==> config.mk <==
export PLATFORM = sky130hd
export DESIGN_NAME = uart_rx_framer
export DESIGN_NICKNAME = d
export VERILOG_FILES = /design/src/rtl/uart_rx_framer.sv
export SDC_FILE = /design/constraint.sdc
export NUM_CORES = 1
export LEC_CHECK = 0
export CAP_MARGIN = 20
export CORE_UTILIZATION = 45
export DETAILED_ROUTE_END_ITERATION = 6
export SLEW_MARGIN = 10
export SYNTH_ARGS = -nofsm -noshare
export SYNTH_HDL_FRONTEND = slang
export SYNTH_SLANG_ARGS = --single-unit
==> constraint.sdc <==
create_clock -name clk -period 3.6 [get_ports clk]
set_input_delay 0.54 -clock clk [delete_from_list [all_inputs] [get_ports clk]]
set_output_delay 0.54 -clock clk [all_outputs]
set_load 0.005 [all_outputs]
==> src/rtl/uart_rx_framer.sv <==
// uart_rx_framer: groups an AXI-stream byte stream into tlast-delimited frames through a FIFO
// Frames close on DELIM, after MAX_LEN bytes, or after TIMEOUT idle cycles.
// Ports: clk, rst_n (async active-low); s_axis_* byte input with tready backpressure;
//        m_axis_* framed byte output with tlast; fifo_level = occupied FIFO entries.
module uart_rx_framer #(
  parameter int DEPTH = 16,
  parameter int MAX_LEN = 64,
  parameter int TIMEOUT = 1000,
  parameter logic [7:0] DELIM = 8'h0A
) (
  input  logic                       clk,
  input  logic                       rst_n,
  input  logic [7:0]                 s_axis_tdata,
  input  logic                       s_axis_tvalid,
  output logic                       s_axis_tready,
  output logic [7:0]                 m_axis_tdata,
  output logic                       m_axis_tvalid,
  input  logic                       m_axis_tready,
  output logic                       m_axis_tlast,
  output logic [$clog2(DEPTH):0]     fifo_level
);
  localparam int AW = $clog2(DEPTH);
  localparam int PW = AW + 1;
  localparam int LW = MAX_LEN > 1 ? $clog2(MAX_LEN) : 1;
  localparam int TW = $clog2(TIMEOUT);
  logic          h_valid, h_last, tmo_pend;
  logic [7:0]    h_data;
  logic [LW-1:0] len, byte_idx;
  logic [TW-1:0] timer;
  logic [PW-1:0] wp, rp;
  logic [8:0]    mem [DEPTH];
  logic [8:0]    head;
  logic          full, empty, accept, push, pop, new_last, cnt_en;
  assign full          = wp[AW-1:0] == rp[AW-1:0] && wp[AW] != rp[AW];
  assign empty         = wp == rp;
  assign s_axis_tready = !h_valid || !full;
  assign accept        = s_axis_tvalid && s_axis_tready;
  assign push          = h_valid && !full && (h_last || accept || tmo_pend);
  assign pop           = !empty && m_axis_tready;
  // a timeout push closes the open frame, so a byte accepted alongside it starts a new one
  assign byte_idx      = tmo_pend ? '0 : len;
  assign new_last      = s_axis_tdata == DELIM || byte_idx == LW'(MAX_LEN - 1);
  assign cnt_en        = h_valid && !h_last && !tmo_pend && !accept;
  assign head          = mem[rp[AW-1:0]];
  assign m_axis_tvalid = !empty;
  assign m_axis_tdata  = empty ? 8'h00 : head[7:0];
  assign m_axis_tlast  = !empty && head[8];
  assign fifo_level    = wp - rp;
  always_ff @(posedge clk)
    if (push) mem[wp[AW-1:0]] <= {h_last || tmo_pend, h_data};
  always_ff @(posedge clk or negedge rst_n)
    if (!rst_n) begin
      h_valid  <= 1'b0;
      h_last   <= 1'b0;
      h_data   <= '0;
      len      <= '0;
      timer    <= '0;
      tmo_pend <= 1'b0;
      wp       <= '0;
      rp       <= '0;
    end else begin
      if (accept) begin
        h_valid <= 1'b1;
        h_data  <= s_axis_tdata;
        h_last  <= new_last;
      end else if (push) h_valid <= 1'b0;
      if (accept) len <= new_last ? '0 : byte_idx + LW'(1);
      else if (push && tmo_pend) len <= '0;
      timer    <= (accept || push) ? '0 : timer + TW'(cnt_en);
      tmo_pend <= push ? 1'b0 : tmo_pend || (cnt_en && timer == TW'(TIMEOUT - 2));
      wp       <= wp + PW'(push);
      rp       <= rp + PW'(pop);
    end
endmodule

==> flow_summary.json <==
{
  "start_util_pct": 46.68,
  "status": "completed",
  "cts_setup_buffers": 0,
  "hp-class": "input pin to async pin",
  "synth_compound_area_share_pct": 3.923,
  "die_w_um": 131.1,
  "ys_ff_latch": 181,
  "max_cap_violations": 0,
  "synth_edf_count": 144,
  "cts_htree_levels": 4,
  "ant_nets": 0,
  "synth_top_area_share_pct": 57.69,
  "drive_above_1_share_pct": 23.81,
  "synth-simple-area-share_pct": 5.108,
  "drt-initial-drc-count": 269,
  "cts_resized": 0,
  "max_freq_mhz": 301.3,
  "synth_cell_types": 46,
  "placedCellCount": 667,
  "critPathKind": "flop to primary output",
  "fin_nets": 494,
  "ctsHoldBuffers": 0,
  "io_buffer_count": 27,
  "hold_viol": 0,
  "utilization_pct": 54.72,
  "grt_pass1_vias": 4018,
  "p_total_uw": 7442,
  "synth_mux_area_share_pct": 14.42,
  "yosys.area_share.adder_pct": 2.103,
  "yosysSeqAreaShare_pct": 70.04,
  "cp-start-kind": "flop",
  "clkLatencyLatePin_ps": 430,
  "peakVddDrop_v": 0.0006482,
  "whs_ps": 216.8,
  "ys_warn_count": 0,
  "avgSynthCellArea_um2": 17.93,
  "avgRoutedWirePerCell_um": 21.08,
  "drc": 0,
  "final.setup.tns_ps": 0,
  "place_congestion": 0.8107,
  "clockBufferDepth": 2,
  "rsz0062_at_grt": "no",
  "cts_buffers": 17,
  "slew_headroom_pct": 43.72,
  "critPathArrivalTime_ps": 2780,
  "tritoncts": "built",
  "worst_ep_required_time_ps": 3060,
  "fin_skew_ps": 9.168,
  "std_cell_rows": 46,
  "fp.dieH_um": 131.1,
  "grt_antenna_before_repair": 0,
  "syn_area_um2": 7496,
  "async_reset_ff_share_pct": 20.44,
  "track_usage_pct": 19.43,
  "num_vias": 3801,
  "drt_pass1_iterations": 4,
  "insertedDiodeCount": 0,
  "routed_via_density": 5.438,
  "core_um2": 16060,
  "endpoint_kind": "primary output",
  "leakagePower_uw": 0.003083,
  "period_share_pct": 92.19,
  "grt_pass1_wl_mm": 23.10,
  "wirelength_mm": 14.74,
  "synth_top_family_by_area": "multiplexers",
  "synth_xor_xnor_area_share_pct": 2.587,
  "slew_viol_final": 0,
  "min_period_ps": 3319,
  "io_pins": 28,
  "clk_pin_slew_ps": 60,
  "final_cells": 699,
  "areaGrowthSynthToFinish_pct": 17.23,
  "syn-num-nets": 442,
  "powerDensity_nw_per_um2": 847.0,
  "max_slew.worst_pin.slew_ps": 844.3,
  "grt-ovfl-total": 0,
  "hpwl_mm": 9.789,
  "synthCells": 418,
  "grt_max_degree": 38,
  "synth_flop_cell": "edfxtp_1",
  "critPathMaxFanout": 14,
  "cts.sinks": 181,
  "yosysTopAreaCell": "edfxtp_1",
  "setup_violations": 0,
  "cts_root_buf": "clkbuf_16",
  "synth_area_leaders": "edfxtp_1, dfrtp_1, mux4_2",
  "dieArea_um2": 17180
}
## path summary, 6_finish.rpt
path / endpoint / from / slack [ps] / cells past startpoint
min: wp[4] / rst_n / 220 / 1
min reg2reg: h_last / h_last / 510 / 1
max: m_axis_tdata[7] / rp[0] / 280 / 6
min in group clk: h_last / h_last / 510 / 1
max reg2reg: mem[7][1] / rp[0] / 940 / 8
max in group asynchronous: rp[0] / rst_n / 2810 / 1
## report_power, final
part	internal (uW)	switching [uW]
combinational	1270	1170
sequential	2650	322
clock	1240	791
total	5160	2280
## through the flow
stage	worst slack [ps]	area (um^2)
6_report	281.3	8787
5_1_grt	86.06	8787
4_1_cts	220.7	8787
3_5_place_dp	678.6	8138
3_3_place_gp	708.2	8138
2_1_floorplan	426.0	7496
## worst max-delay path, stage by stage (launching register included)
cell and delay (ps):
dfrtp_2 670, ha_1 340, and4_4 220, nand2b_1 160
nand2_2 190, o22ai_1 230, clkdlybuf4s50_1 540
## layout by cell type, fill, tap and decap left out, types with 4 or more instances in the layout
cell,Yosys,routed
edfxtp_1,144,144
mux4_2,36,36
dfrtp_1,37,36
clkdlybuf4s50_1,0,26
nor2_1,23,23
buf_4,3,19
mux2i_1,18,18
clkbuf_16,0,17
inv_1,14,14
nand2_1,14,14
xnor2_1,13,13
nand3_1,13,13
ha_1,11,11
o22ai_1,10,10
mux2_2,8,8
a21oi_1,7,7
xor2_1,6,6
nor3_1,6,6
bufinv_16,0,5
nand2b_1,4,4
nor2b_1,4,4
o21ai_0,4,4
inv_6,0,4
## state kept, by name, indices dropped and copies added (netlist names)
name,count
len,6
h_last,1
wp,5
timer,10
h_data,8
h_valid,1
tmo_pend,1
rp,5
mem,144
## Yosys cell counts (all sizes together), types with 3 or more instances
cell,instances
mux4,36
mux2i,18
inv,16
dfrtp,37
nor2,23
a21o,3
nand2b,4
nor3,6
xor2,7
a21oi,7
o22ai,10
o21ai,4
nor2b,4
buf,9
ha,11
nor4,4
xnor2,13
clkbuf,5
nand3,13
edfxtp,144
nand2,17
mux2,8
## final cells by class
type / instances / area, um^2
clock inverters: 14 / 220.2
repair buffers: 47 / 427.9
multi-input cells: 207 / 2128
inverters: 16 / 60.06
flip-flops and latches: 181 / 5251
clock buffers: 18 / 429.2
fillers: 1270 / 7271
well taps: 216 / 270.3
## layer usage
layer  vias up  wire [um]  GRT usage, %
met3        15        770         3.856
met1      1959       6543         26.22
met5         -          0             0
met4         0        277         8.046
met2        92       7146         31.06
li1       1735          -             -
## cell families (layout without fill, tap and decap cells)
logic type / after synthesis / after routing
muxes: 62 / 62
AOI/OAI and AO/OA: 36 / 36
and+or+nand+nor: 77 / 77
adders and majority gates: 12 / 12
DFF: 181 / 181
xor gates and xnor gates: 20 / 20
buffers and inverters: 30 / 95
Note: power is estimated with default switching activity, not from simulation.
